--- src/rtl/prbs_ber_scan_ctrl.sv ---
// ---------------------------------------------------------------------------
// prbs_ber_scan_ctrl
//
// Sequencer for a PRBS7 alignment/checker datapath. A start command pulses
// the extractor reset, waits (with timeout) for alignment lock, discards the
// checker pipeline latency, then accumulates per-word error counts over a
// programmed window and reports the totals and lock status.
//
// Optional feature: define BER_SCAN_PEAK_EN to track the largest single-word
// error count seen during the measurement window on err_peak. When it is not
// defined, err_peak is tied to zero and no comparator is built.
//
// Parameters
//   WINDOW_W  width of the measurement-window length (words)
//   ERR_W     width of the saturating error accumulator
//   TIMEOUT   maximum number of WAIT cycles before lock failure
//   SETTLE    post-lock cycles discarded to flush the checker pipeline
//
// Ports
//   clk          extractor clock
//   reset        synchronous, active-high
//   start        one-cycle request, honoured only in IDLE
//   abort        return to IDLE from any state, counters/flags hold
//   window_len   words to measure, latched on an accepted start (0 -> 1)
//   aligned      extractor lock status
//   error_count  per-word error count from the checker (0..32)
//   ext_reset    reset to the extractor
//   busy         high whenever the sequencer is not in IDLE
//   done         one-cycle completion pulse
//   lock_fail    sticky, lock timeout occurred
//   lost_lock    sticky, aligned dropped during MEAS
//   err_total    accumulated error bits, saturating
//   words_done   number of words accumulated
//   err_peak     largest single-word error count in the window
//   state        IDLE=0, RST=1, WAIT=2, SETL=3, MEAS=4, DONE=5
// ---------------------------------------------------------------------------
module prbs_ber_scan_ctrl #(
   parameter int WINDOW_W = 32,
   parameter int ERR_W    = 40,
   parameter int TIMEOUT  = 4096,
   parameter int SETTLE   = 8
) (
   input  logic                clk,
   input  logic                reset,
   input  logic                start,
   input  logic                abort,
   input  logic [WINDOW_W-1:0] window_len,
   input  logic                aligned,
   input  logic [5:0]          error_count,
   output logic                ext_reset,
   output logic                busy,
   output logic                done,
   output logic                lock_fail,
   output logic                lost_lock,
   output logic [ERR_W-1:0]    err_total,
   output logic [WINDOW_W-1:0] words_done,
   output logic [5:0]          err_peak,
   output logic [2:0]          state
);

   typedef enum logic [2:0] {
      S_IDLE = 3'd0,
      S_RST  = 3'd1,
      S_WAIT = 3'd2,
      S_SETL = 3'd3,
      S_MEAS = 3'd4,
      S_DONE = 3'd5
   } state_e;

   // The wait counter can sit at TIMEOUT after a lock on the final WAIT
   // cycle followed by a drop in SETL, so it needs room for that value.
   localparam int WAIT_W = $clog2(TIMEOUT + 1);
   localparam int SET_W  = (SETTLE > 1) ? $clog2(SETTLE) : 1;

   localparam logic [WAIT_W-1:0] WAIT_LAST = WAIT_W'(TIMEOUT - 1);
   localparam logic [WAIT_W-1:0] WAIT_MAX  = WAIT_W'(TIMEOUT);
   localparam logic [SET_W-1:0]  SET_LAST  = SET_W'(SETTLE - 1);

   state_e              state_q, state_d;
   logic [1:0]          rst_cnt_q, rst_cnt_d;
   logic [WAIT_W-1:0]   wait_cnt_q, wait_cnt_d;
   logic [SET_W-1:0]    settle_cnt_q, settle_cnt_d;
   logic [WINDOW_W-1:0] len_q, len_d;
   logic [WINDOW_W-1:0] words_done_q, words_done_d;
   logic [ERR_W-1:0]    err_total_q, err_total_d;
   logic                lock_fail_q, lock_fail_d;
   logic                lost_lock_q, lost_lock_d;
   logic                ext_reset_q, ext_reset_d;
   logic                busy_q, busy_d;
   logic                done_q, done_d;

   // One extra bit catches accumulator overflow for saturation.
   logic [ERR_W:0]      err_sum;
   logic [WINDOW_W-1:0] words_inc;

   assign err_sum   = {1'b0, err_total_q} + (ERR_W + 1)'(error_count);
   assign words_inc = words_done_q + WINDOW_W'(1);

`ifdef BER_SCAN_PEAK_EN
   logic [5:0] err_peak_q, err_peak_d;
`endif

   always_comb begin
      // NOTE: every signal assigned here gets a default first, so no path
      // leaves a value unassigned and no latch is inferred.
      state_d      = state_q;
      rst_cnt_d    = rst_cnt_q;
      wait_cnt_d   = wait_cnt_q;
      settle_cnt_d = settle_cnt_q;
      len_d        = len_q;
      words_done_d = words_done_q;
      err_total_d  = err_total_q;
      lock_fail_d  = lock_fail_q;
      lost_lock_d  = lost_lock_q;
`ifdef BER_SCAN_PEAK_EN
      err_peak_d   = err_peak_q;
`endif

      // Abort is checked ahead of the state case so that nothing else
      // changes in that cycle: counters and flags simply hold.
      if (abort) begin
         state_d = S_IDLE;
      end else begin
         case (state_q)
            S_IDLE: begin
               if (start) begin
                  state_d      = S_RST;
                  len_d        = (window_len == '0) ? WINDOW_W'(1) : window_len;
                  words_done_d = '0;
                  err_total_d  = '0;
                  lock_fail_d  = 1'b0;
                  lost_lock_d  = 1'b0;
                  rst_cnt_d    = '0;
                  wait_cnt_d   = '0;
`ifdef BER_SCAN_PEAK_EN
                  err_peak_d   = '0;
`endif
               end
            end

            S_RST: begin
               rst_cnt_d = rst_cnt_q + 2'd1;
               if (rst_cnt_q == 2'd3) begin
                  state_d = S_WAIT;
               end
            end

            S_WAIT: begin
               if (wait_cnt_q < WAIT_MAX) begin
                  wait_cnt_d = wait_cnt_q + WAIT_W'(1);
               end
               // Lock is tested first so it wins on the final timeout cycle.
               if (aligned) begin
                  state_d      = S_SETL;
                  settle_cnt_d = '0;
               end else if (wait_cnt_q >= WAIT_LAST) begin
                  lock_fail_d = 1'b1;
                  state_d     = S_DONE;
               end
            end

            S_SETL: begin
               // Losing lock here resumes WAIT without restarting the
               // timeout budget.
               if (!aligned) begin
                  state_d = S_WAIT;
               end else if (settle_cnt_q == SET_LAST) begin
                  state_d = S_MEAS;
               end else begin
                  settle_cnt_d = settle_cnt_q + SET_W'(1);
               end
            end

            S_MEAS: begin
               if (!aligned) begin
                  lost_lock_d = 1'b1;
                  state_d     = S_DONE;
               end else begin
                  err_total_d  = err_sum[ERR_W] ? '1 : err_sum[ERR_W-1:0];
                  words_done_d = words_inc;
`ifdef BER_SCAN_PEAK_EN
                  if (error_count > err_peak_q) begin
                     err_peak_d = error_count;
                  end
`endif
                  if (words_inc == len_q) begin
                     state_d = S_DONE;
                  end
               end
            end

            S_DONE: begin
               state_d = S_IDLE;
            end

            default: begin
               state_d = S_IDLE;
            end
         endcase
      end

      // Status outputs are decoded from the next state and registered, so
      // they line up exactly with the state they describe.
      ext_reset_d = (state_d == S_RST);
      busy_d      = (state_d != S_IDLE);
      done_d      = (state_d == S_DONE);
   end

   always_ff @(posedge clk) begin
      // NOTE: sequential state uses non-blocking assignments so every flop
      // samples the pre-edge values regardless of statement order.
      if (reset) begin
         state_q      <= S_IDLE;
         rst_cnt_q    <= '0;
         wait_cnt_q   <= '0;
         settle_cnt_q <= '0;
         len_q        <= '0;
         words_done_q <= '0;
         err_total_q  <= '0;
         lock_fail_q  <= 1'b0;
         lost_lock_q  <= 1'b0;
         ext_reset_q  <= 1'b0;
         busy_q       <= 1'b0;
         done_q       <= 1'b0;
      end else begin
         state_q      <= state_d;
         rst_cnt_q    <= rst_cnt_d;
         wait_cnt_q   <= wait_cnt_d;
         settle_cnt_q <= settle_cnt_d;
         len_q        <= len_d;
         words_done_q <= words_done_d;
         err_total_q  <= err_total_d;
         lock_fail_q  <= lock_fail_d;
         lost_lock_q  <= lost_lock_d;
         ext_reset_q  <= ext_reset_d;
         busy_q       <= busy_d;
         done_q       <= done_d;
      end
   end

`ifdef BER_SCAN_PEAK_EN
   always_ff @(posedge clk) begin
      if (reset) begin
         err_peak_q <= '0;
      end else begin
         err_peak_q <= err_peak_d;
      end
   end
   assign err_peak = err_peak_q;
`else
   assign err_peak = '0;
`endif

   assign state      = state_q;
   assign ext_reset  = ext_reset_q;
   assign busy       = busy_q;
   assign done       = done_q;
   assign lock_fail  = lock_fail_q;
   assign lost_lock  = lost_lock_q;
   assign err_total  = err_total_q;
   assign words_done = words_done_q;

endmodule

--- config.mk ---
export PLATFORM = sky130hd
export DESIGN_NAME = prbs_ber_scan_ctrl
export DESIGN_NICKNAME = d
export VERILOG_FILES = /design/src/rtl/prbs_ber_scan_ctrl.sv
export SDC_FILE = /design/constraint.sdc
export NUM_CORES = 1
export LEC_CHECK = 0
export CAP_MARGIN = 20
export CORE_MARGIN = 4
export CORE_UTILIZATION = 48
export DETAILED_ROUTE_END_ITERATION = 6
export GPL_ROUTABILITY_DRIVEN = 0
export HOLD_SLACK_MARGIN = 0.06
export PLACE_DENSITY = 0.76
export SYNTH_ARGS = -nofsm -noshare
export SYNTH_HDL_FRONTEND = slang
export SYNTH_SLANG_ARGS = --single-unit
--- constraint.sdc ---
create_clock -name clk -period 3.4 [get_ports clk]
set_clock_uncertainty 0.1 [all_clocks]
set_input_delay 0.68 -clock clk [delete_from_list [all_inputs] [get_ports clk]]
set_output_delay 0.68 -clock clk [all_outputs]
set_load 0.03 [all_outputs]
-- Word level (Yosys, flattened, before mapping)
Index checks and enable logic that the tools add are counted.
- flip-flop bits (word level): 130
- input bits: 43
- output and inout bits: 86
- $add $sub $neg: 5
- order comparisons: 2
- equality and inequality tests: 18
- muxes and demuxes: 33
- bitwise operators: 1
- reduce and logical (&&, ||, !) cells: 14
- operators by type and width (operator ; number):
    two-way mux 40 bit ; 3
    two-way mux 32 bit ; 3
    case mux 40 bit (2 select lines) ; 1
    case mux 32 bit (2 select lines) ; 1
    adder 40 x 6 -> 41 bit ; 1
    two-way mux 3 bit ; 12
    adder 32 x 1 -> 32 bit, second input constant ; 1
    equality test 32 bit ; 1
    zero test 32 bit ; 1
    two-way mux 13 bit ; 2
    case mux 13 bit (2 select lines) ; 1
    != test 2 bit, second input constant ; 9
    case mux 3 bit (5 select lines) ; 1
    adder 13 x 1 -> 13 bit, second input constant ; 1
    >= comparator 13 x 12 -> 1 bit, second input constant ; 1
    < comparator 13 bit, second input constant ; 1
    AND reduction 4 bit ; 3
    AND reduction 5 bit ; 2
    equality test 3 bit, second input constant ; 3
    nonzero test 2 bit ; 4
    equality test 3 x 1 -> 1 bit, second input constant ; 2
    equality test 3 x 2 -> 1 bit, second input constant ; 2
    case mux 3 bit (2 select lines) ; 1
    AND reduction 3 bit ; 2
    other kinds (10) ; 14

-- Longest topological paths before layout
Gate-level depths: netlist of run 1.
- word-level depth: 7
- gate-level depth with buffers: 12
- depth with buffers taken out: 11

-- Worst setup path before layout of run 1
No wires, ideal clock.
- path kind: input to register
- from: input error_count[0]
- to: register err_total_q[17] (netlist: err_total[17])
- arrival time: 3.070 ns
- data required time: 3.226 ns
- slack: 0.156 ns
- cell stages on the path: 12
- cell sequence: ha_1 -> inv_1 -> fa_1 -> nor2b_1 -> o21ai_0 -> a21boi_0 -> o21ai_0 -> a21oi_1 -> nor2b_1 -> clkbuf_1 -> nand2_1 -> a31oi_1
- longest elaborated chain between the ends: 4
- RTL lines (what ; line ; text):
    start: declaration ; 49 ; input logic [5:0] error_count,
    adder 40 x 6 -> 41 bit ; 96 ; assign err_sum = {1'b0, err_total_q} + (ERR_W + 1)'(error_count);
    two-way mux 40 bit ; 179 ; err_total_d = err_sum[ERR_W] ? '1 : err_sum[ERR_W-1:0];
    two-way mux 40 bit ; 175 ; if (!aligned) begin
    case mux 40 bit (2 select lines) ; 124 ; case (state_q)
    end signal: assignment ; 232 ; err_total_q <= err_total_d;
    end: declaration ; 85 ; logic [ERR_W-1:0] err_total_q, err_total_d;
No other way between the ends. The select of a mux whose other input is x is not followed.
A chain may end at the register's enable or synchronous reset.

-- Worst setup path in the final report of run 1
- from: input error_count[0]
- to: register err_total_q[4] (netlist: err_total[4])
The elaborated chain is that of the path after synthesis.

==> impl_metrics.py, run 1 <==
metrics = {
    "status": {
        "run_status": "completed",
    },
    "finish": {
        "syn2layout_area_growth_pct": 30.9,
        "final_core_util": 0.648,
        "nets": 1119,
        "mostFrequentLayoutCells": "dfxtp_1, clkdlybuf4s50_1, a21oi_1",
        "nFillCells": 1257,
        "layout_commonest_cell": "dfxtp_1",
        "layout-drive-gt1-share": 0.0956,
        "antenna_cells": 0,
    },
    "synth": {
        "synth.top_cell.area_share": 0.359,
        "synth_ff_type": "dfxtp_1",
        "synth_fa_ha_area_frac": 0.0218,
        "seq_area_frac_synth": 0.359,
        "synth-edff-count": 0,
        "muxShareOfSynthArea": 0.00432,
        "synthTopCellsByArea": "dfxtp_1, a21oi_1, o21ai_0",
        "synth_compound_area_frac": 0.249,
        "synthSimpleGateAreaFrac": 0.254,
        "synth_cell_types": 68,
        "synth-warning-count": 0,
        "synth_top_family_by_area": "simple AND/OR/NAND/NOR gates",
        "ys_ff_latch": 130,
        "yosysTopAreaCell": "dfxtp_1",
        "syn_inst": 922,
        "synthXorXnorAreaFrac": 0.0653,
        "postSynth.asyncResetShare": 0,
        "synth.cell_area_mm2": 0.00724,
        "synth_area_per_cell_um2": 7.86,
    },
    "global_routing": {
        "grt_util_all_layers": 0.261,
        "gr-total-overflow": 0,
        "grt_pass1_wl_um": 35400,
        "antenna_found_initial": 0,
        "grt_pass1_vias": 7135,
        "grt_max_degree": 61,
    },
    "timing": {
        "fmax_ghz": 0.323,
        "slew_violations": 0,
        "hold_violations": 0,
        "period_minus_slack_ns": 3.10,
        "slew_headroom": 0.564,
        "rsz0062_at_grt": "false",
        "worst_pin_slew_ns": 0.648,
        "setup_viol": 0,
        "whs_ns": 0.363,
        "worst_slack_ns": 0.302,
        "fin_crit_sh": 0.911,
    },
    "worst_setup_path": {
        "arrival_ns": 3.35,
        "worstSetupPathType": "input pin to register",
        "r2r_slack_ns": 0.35,
        "end_kind": "register",
        "cp.required_ns": 3.66,
        "startpoint": "error_count[0]",
        "crit_fanout": 10,
        "critPathMaxStageDelay_ns": 0.46,
        "worst_r2r_endpoint": "done",
        "critPathLaunchType": "input pin",
        "reg2reg_from": "words_done[10]",
        "path_cells": "clkdlybuf4s50_1, ha_1, inv_1, fa_1, nor2b_1, o21ai_0, a21boi_0, o21ai_1, a21oi_1, nor2b_1, buf_4, o21ai_0, a21oi_1",
        "path_buf_inv": 3,
        "crit_path_top_delay_cell": "clkdlybuf4s50_1",
        "cp_top_family": "compound AO/OA/AOI/OAI gates",
        "r2r_cells": 8,
    },
    "min_path": {
        "hold_path_end": "err_total[2]",
        "min_path_cells": 2,
        "hold_start": "err_total[2]",
        "min_path_type": "register to register",
    },
    "power": {
        "leakagePower_uw": 0.00336,
        "power.density_mw_per_mm2": 380,
        "total_power_uw": 3610,
        "vdd_drop_max_uv": 359,
    },
    "routing": {
        "drtPass1Iterations": 5,
        "vias": 7702,
        "vias_per_cell": 6.11,
        "wl_per_cell_um": 17.6,
        "wl_um": 22200,
        "drc": 0,
        "drt_iter0_drc": 817,
        "ant_nets": 0,
    },
    "cts": {
        "cts_tree": "built",
        "clk_path_buf_depth": 2,
        "cts_htree_levels": 4,
        "cts_sinks": 130,
        "path_clk_slew_ns": 0.05,
        "clk_latency_ns": 0.43,
        "cts_buffers": 17,
        "cts_setup_buffers": 0,
        "cts_root_buf": "clkbuf_16",
        "ctsHoldBuffers": 0,
    },
    "floorplanning": {
        "pin_count": 129,
        "die-area_mm2": 0.0171,
        "die_x_um": 131,
        "die_h_um": 131,
        "initial_utilization": 0.495,
        "floorplan.rows": 44,
        "core_area_mm2": 0.0146,
    },
    "placed_design": {
        "pre_cts_ws_ns": -0.129,
        "place.port_buffers": 122,
        "dp_hpwl_um": 15700,
    },
    "run": {
        "maxCapViolations": 0,
    },
}
-- worst register-to-register path: stages, from the launching register on --
cell and delay (ns):
dfxtp_1 0.54, nand4_4 0.20, or3_4 0.44, or4_4 0.55, a2111oi_4 0.36, nand4_1 0.16, nor4_2 0.28, a31oi_1 0.19
nor2b_1 0.15
-- routing by layer --
metal | global-route usage | part of all wire
met5 | 0 | 0
met4 | 0.100 | 0.028
met3 | 0.0736 | 0.079
met2 | 0.422 | 0.46
met1 | 0.330 | 0.43
-- registers in the layout, indices dropped and copies added (netlist names) --
| name | cells |
|---|---|
| lock_fail | 1 |
| settle_cnt_q | 3 |
| words_done | 32 |
| lost_lock | 1 |
| len_q | 32 |
| wait_cnt_q | 13 |
| state | 3 |
| busy | 1 |
| rst_cnt_q | 2 |
| ext_reset | 1 |
| done | 1 |
| err_total | 40 |
-- final cells by class --
cell class | count | area (µm²) | area share
multi-input combinational | 716 | 4350 | 0.459
sequential | 130 | 2600 | 0.274
timing repair buffer | 176 | 1640 | 0.173
clock buffer | 22 | 464 | 0.0490
tap | 184 | 230 | 0.0243
clock inverter | 10 | 109 | 0.0115
inverter | 23 | 86.3 | 0.00910
-- per-stage QoR --
stage	TNS, ns	std cells	instance area [µm²]
final	0	1261	9480
after detailed placement	-1.79	1228	8890
after CTS	0	1260	9470
after global placement	-0.529	1228	8890
after floorplan	0	927	7260
after global routing	0	1261	9480
-- synth_stat cells (3+ instances only) --
| master | number |
|---|---|
| nand3_1 | 40 |
| nand4_1 | 33 |
| o31ai_1 | 3 |
| a31oi_1 | 21 |
| a311oi_1 | 5 |
| or2_2 | 3 |
| inv_1 | 22 |
| nand2_1 | 77 |
| buf_2 | 3 |
| o21ai_0 | 75 |
| a21o_1 | 7 |
| buf_4 | 6 |
| a211oi_1 | 6 |
| clkbuf_1 | 46 |
| and2_1 | 10 |
| buf_1 | 3 |
| a21oi_1 | 90 |
| a22o_1 | 32 |
| a32o_1 | 6 |
| xor2_1 | 18 |
| ha_1 | 11 |
| xnor2_1 | 36 |
| dfxtp_1 | 130 |
| o211ai_1 | 5 |
| nand2b_1 | 7 |
| and4_1 | 9 |
| or3_1 | 15 |
| nor3_1 | 28 |
| o21a_1 | 4 |
| nor4_1 | 26 |
| and3_1 | 8 |
| nand3b_1 | 3 |
| nor2b_1 | 3 |
| nor2_1 | 78 |
| a22oi_1 | 8 |
-- kinds of logic (layout without fill, tap and decap cells) --
family,Yosys count,in the layout
other cells,1,6
flops,130,130
simple gates,356,356
buf+inv,81,231
mux,3,3
xor+xnor,54,54
fa+ha+maj,12,12
compound gates,285,285
-- how the worst max path moves through the flow --
stage / to / cells past startpoint / slack (ns)
global route: err_total[21] / 14 / 0.04
finish: err_total[4] / 13 / 0.30
detailed placement: err_total[4] / 13 / -0.13
global placement: err_total[4] / 13 / -0.08
CTS: err_total[4] / 13 / 0.28
floorplan: err_total[17] / 12 / 0.16
-- power breakdown --
group | switching [µW] | total, µW | internal (µW)
combinational | 138 | 253 | 115
clock | 681 | 1790 | 1110
sequential | 16.4 | 1560 | 1550
-- repair_timing --
item | in CTS | in global routing
endpoints found under the setup margin | 0 | 1
endpoints found under the hold margin | 0 | 0
resized for setup | 0 | 1
(Power assumes the default switching activity.)
==> inputs of run 2 (changes only) <==
--- a/config.mk
+++ b/config.mk
@@ -8,9 +8,11 @@
 export CAP_MARGIN = 20
 export CORE_MARGIN = 4
 export CORE_UTILIZATION = 48
+export CTS_CLUSTER_SIZE = 16
 export DETAILED_ROUTE_END_ITERATION = 6
 export GPL_ROUTABILITY_DRIVEN = 0
 export HOLD_SLACK_MARGIN = 0.06
+export MAX_ROUTING_LAYER = met4
 export PLACE_DENSITY = 0.76
 export SYNTH_ARGS = -nofsm -noshare
 export SYNTH_HDL_FRONTEND = slang
==> impl_metrics.py, run 2 (synthesized netlist as in run 1, its figures left out) <==
metrics = {
    "floorplanning": {
        "floorplan.rows": 44,
        "core_area_mm2": 0.0146,
        "die_x_um": 131,
        "initial_utilization": 0.495,
        "pin_count": 129,
        "die-area_mm2": 0.0171,
        "die_h_um": 131,
    },
    "routing": {
        "ant_nets": 0,
        "vias": 7690,
        "wl_um": 22100,
        "wl_per_cell_um": 17.5,
        "vias_per_cell": 6.10,
        "drt_iter0_drc": 789,
        "drtPass1Iterations": 7,
        "drc": 12,
    },
    "cts": {
        "clk_latency_ns": 0.43,
        "cts_setup_buffers": 0,
        "cts_htree_levels": 4,
        "cts_sinks": 130,
        "cts_tree": "built",
        "path_clk_slew_ns": 0.05,
        "cts_root_buf": "clkbuf_16",
        "cts_buffers": 17,
        "clk_path_buf_depth": 2,
    },
    "timing": {
        "slew_violations": 0,
        "worst_pin_slew_ns": 0.627,
        "rsz0062_at_grt": "false",
        "period_minus_slack_ns": 3.12,
        "fmax_ghz": 0.321,
        "fin_crit_sh": 0.916,
        "setup_viol": 0,
        "slew_headroom": 0.578,
        "whs_ns": 0.363,
        "setup-tns-final_ns": 0,
        "hold_violations": 0,
    },
    "run": {
        "maxCapViolations": 0,
    },
    "global_routing": {
        "antenna_found_initial": 0,
        "grt_util_all_layers": 0.268,
        "grt_pass1_vias": 7132,
        "grt_pass1_wl_um": 35500,
        "grt_max_degree": 61,
        "gr-total-overflow": 0,
    },
    "power": {
        "vdd_drop_max_uv": 358,
        "power.density_mw_per_mm2": 380,
        "leakagePower_uw": 0.00336,
    },
    "worst_setup_path": {
        "crit_path_top_delay_cell": "clkdlybuf4s50_1",
        "cp_top_family": "compound AO/OA/AOI/OAI gates",
        "cp.required_ns": 3.66,
        "path_buf_inv": 3,
        "cp_num_cells": 13,
        "worstSetupPathType": "input pin to register",
        "path_cells": "clkdlybuf4s50_1, ha_1, inv_1, fa_1, nor2b_1, o21ai_0, a21boi_0, o21ai_1, a21oi_1, nor2b_1, buf_4, o21ai_0, a21oi_1",
        "critPathLaunchType": "input pin",
        "end_kind": "register",
        "r2r_cells": 8,
        "arrival_ns": 3.37,
        "crit_fanout": 10,
        "critPathMaxStageDelay_ns": 0.46,
    },
    "finish": {
        "syn2layout_area_growth_pct": 30.9,
        "mostFrequentLayoutCells": "dfxtp_1, clkdlybuf4s50_1, a21oi_1",
        "layout-drive-gt1-share": 0.0956,
        "nets": 1119,
        "largest_register_ffs": 40,
        "nFillCells": 1257,
        "antenna_cells": 0,
        "layout_commonest_cell": "dfxtp_1",
    },
    "placed_design": {
        "dp_hpwl_um": 15700,
        "place.port_buffers": 122,
    },
    "status": {
        "violations": "DRC",
        "run_status": "finished, violations left",
    },
    "min_path": {
        "min_path_type": "register to register",
        "min_path_cells": 2,
    },
}
==> run 2: cell type report <==
class	instances	area, µm²	area share
clock buffer	22	464	0.0490
clock inverter	10	109	0.0115
inverter	23	86.3	0.00910
multi-input combinational	716	4350	0.459
sequential	130	2600	0.274
tap	184	230	0.0243
timing repair buffer	176	1640	0.173
==> run 2: final timing paths <==
check / end / slack, ns / startpoint
max: err_total[4] / 0.28 / error_count[0]
min: err_total[2] / 0.36 / err_total[2]
max reg2reg: done / 0.38 / words_done[0]
min reg2reg: err_total[2] / 0.36 / err_total[2]
==> run 2: what timing repair did <==
action                                  4_1_cts  5_1_grt
resized for setup                             0        1
endpoints found under the setup margin        0        1
hold buffers                                  0        0
==> run 2: worst min-delay path: stages (launching register included) <==
cell and delay [ns]:
dfxtp_1 0.32, nand2_1 0.06, nand2_1 0.04
==> run 2: per-layer routing <==
layer,up-vias,global-route usage,part of all wire
met3,66,0.0707,0.075
met2,354,0.422,0.46
met4,0,0.100,0.033
met1,3562,0.331,0.43
li1,3708,-,-
met5,-,-,0
==> run 2: through the flow <==
step	std cells	utilization	power [µW]	instance area, µm²	setup slack, ns
final	1261	0.648	3610	9480	0.284
after global routing	1261	0.648	3720	9480	0.0360
after CTS	1260	0.647	3620	9470	0.276
after detailed placement	1228	0.607	1840	8890	-0.129
after global placement	1228	0.607	1840	8890	-0.0758
after floorplan	927	-	1740	7260	0.156
==> run 2: report_power, final <==
group / internal [µW] / switching [µW]
combinational: 115 / 138
clock: 1110 / 683
sequential: 1550 / 16.6
==> inputs of run 3 (changes only) <==
--- a/config.mk
+++ b/config.mk
@@ -14,6 +14,7 @@
 export HOLD_SLACK_MARGIN = 0.06
 export MAX_ROUTING_LAYER = met4
 export PLACE_DENSITY = 0.76
+export SLEW_MARGIN = 25
 export SYNTH_ARGS = -nofsm -noshare
 export SYNTH_HDL_FRONTEND = slang
 export SYNTH_SLANG_ARGS = --single-unit
==> impl_metrics.py, run 3 (synthesized netlist as in run 1, its figures left out) <==
metrics = {
    "run": {
        "maxCapViolations": 0,
    },
    "timing": {
        "period_minus_slack_ns": 3.19,
        "setup_viol": 0,
        "fmax_ghz": 0.314,
        "slew_violations": 0,
        "worst_slack_ns": 0.210,
        "whs_ns": 0.364,
        "fin_crit_sh": 0.938,
        "worst_pin_slew_ns": 0.656,
        "slew_headroom": 0.561,
        "hold_violations": 0,
        "rsz0062_at_grt": "false",
    },
    "floorplanning": {
        "die-area_mm2": 0.0171,
        "initial_utilization": 0.495,
        "floorplan.rows": 44,
        "die_h_um": 131,
        "die_x_um": 131,
        "core_area_mm2": 0.0146,
        "pin_count": 129,
    },
    "finish": {
        "nets": 1118,
        "largest_register_ffs": 40,
        "layout_commonest_cell": "dfxtp_1",
        "mostFrequentLayoutCells": "dfxtp_1, clkdlybuf4s50_1, a21oi_1",
        "final_area_mm2": 0.00946,
        "syn2layout_area_growth_pct": 30.6,
        "final_cells": 1258,
        "layout-drive-gt1-share": 0.0912,
        "antenna_cells": 0,
    },
    "placed_design": {
        "dp_cells": 1228,
        "pre_cts_ws_ns": -0.136,
        "dp_hpwl_um": 15700,
        "place_area_mm2": 0.00890,
        "place.port_buffers": 122,
    },
    "routing": {
        "wl_um": 21900,
        "vias": 7655,
        "drc": 0,
        "wl_per_cell_um": 17.4,
        "vias_per_cell": 6.09,
        "drtPass1Iterations": 6,
        "ant_nets": 0,
        "drt_iter0_drc": 789,
    },
    "cts": {
        "cts_tree": "built",
        "clk_latency_ns": 0.42,
        "cts_htree_levels": 4,
        "cts_resized": 0,
        "ctsHoldBuffers": 0,
        "cts_sinks": 130,
        "path_clk_slew_ns": 0.05,
        "cts_root_buf": "clkbuf_16",
        "clk_path_buf_depth": 2,
        "cts_setup_buffers": 0,
        "cts_buffers": 17,
    },
    "global_routing": {
        "grt_pass1_vias": 7081,
        "grt_pass1_wl_um": 35200,
        "antenna_found_initial": 0,
        "gr-total-overflow": 0,
        "grt_max_degree": 61,
        "grt_util_all_layers": 0.265,
    },
    "worst_setup_path": {
        "cp.required_ns": 3.65,
        "crit_fanout": 10,
        "end_kind": "register",
        "arrival_ns": 3.44,
        "worstSetupPathType": "input pin to register",
        "critPathLaunchType": "input pin",
    },
    "power": {
        "vdd_drop_max_uv": 366,
        "power.density_mw_per_mm2": 378,
        "leakagePower_uw": 0.00335,
    },
    "min_path": {
        "min_path_type": "register to register",
    },
    "status": {
        "run_status": "completed",
    },
}
==> run 3: cell types whose count changed in the layout (fill, tap and decap cells not counted) <==
cell,previous run,this run
o21ai_0,74,75
nor2_4,1,2
nor2_2,1,0
buf_8,1,0
clkinv_4,1,0
o21ai_1,1,0
clkbuf_1,3,5
clkinv_2,5,2
clkbuf_8,2,3
clkinvlp_4,2,1
==> run 3: path summary, 6_finish.rpt <==
check / start / end / slack, ns / depth (start not counted)
worst max-delay path: error_count[0] / err_total[4] / 0.21 / 13
worst min-delay path: err_total[2] / err_total[2] / 0.36 / 2
worst max register to register: words_done[10] / done / 0.36 / 8
worst min register to register: err_total[2] / err_total[2] / 0.36 / 2
==> run 3: critical path: stages <==
cell and delay, ns:
clkdlybuf4s50_1 0.46, ha_1 0.16, inv_1 0.05, fa_1 0.39
nor2b_1 0.12, o21ai_0 0.11, a21boi_0 0.24, o21ai_0 0.23
a21oi_1 0.30, nor2b_1 0.21, buf_4 0.20, o21ai_0 0.10
a21oi_1 0.17
==> run 3: through the flow <==
step,setup TNS [ns],total power [µW],utilization
6_report,0,3580,0.646
5_1_grt,0,3690,0.646
4_1_cts,0,3600,0.646
3_5_place_dp,-2.03,1840,0.608
3_3_place_gp,-0.529,1840,0.607
2_1_floorplan,0,1740,-
==> run 3: layout make-up <==
class	count	area [µm²]
multi-input cells	716	4350
fillers	1276	5180
repair buffers	175	1630
clock inverters	5	77.6
flip-flops and latches	130	2600
well taps	184	230
inverters	23	86.3
clock buffers	25	485
==> run 3: report_power, final <==
| group | switching (µW) | internal [µW] | leakage (µW) |
|---|---|---|---|
| clock network | 637 | 1130 | 0.000273 |
| logic | 139 | 114 | 0.00202 |
| registers | 16.6 | 1550 | 0.00105 |
==> run 3: metal layers <==
layer	share of wire	track usage	up-vias
li1	-	-	3705
met1	0.43	0.336	3557
met2	0.47	0.421	351
met3	0.072	0.0516	42
met4	0.024	0.0986	0
met5	0	-	-
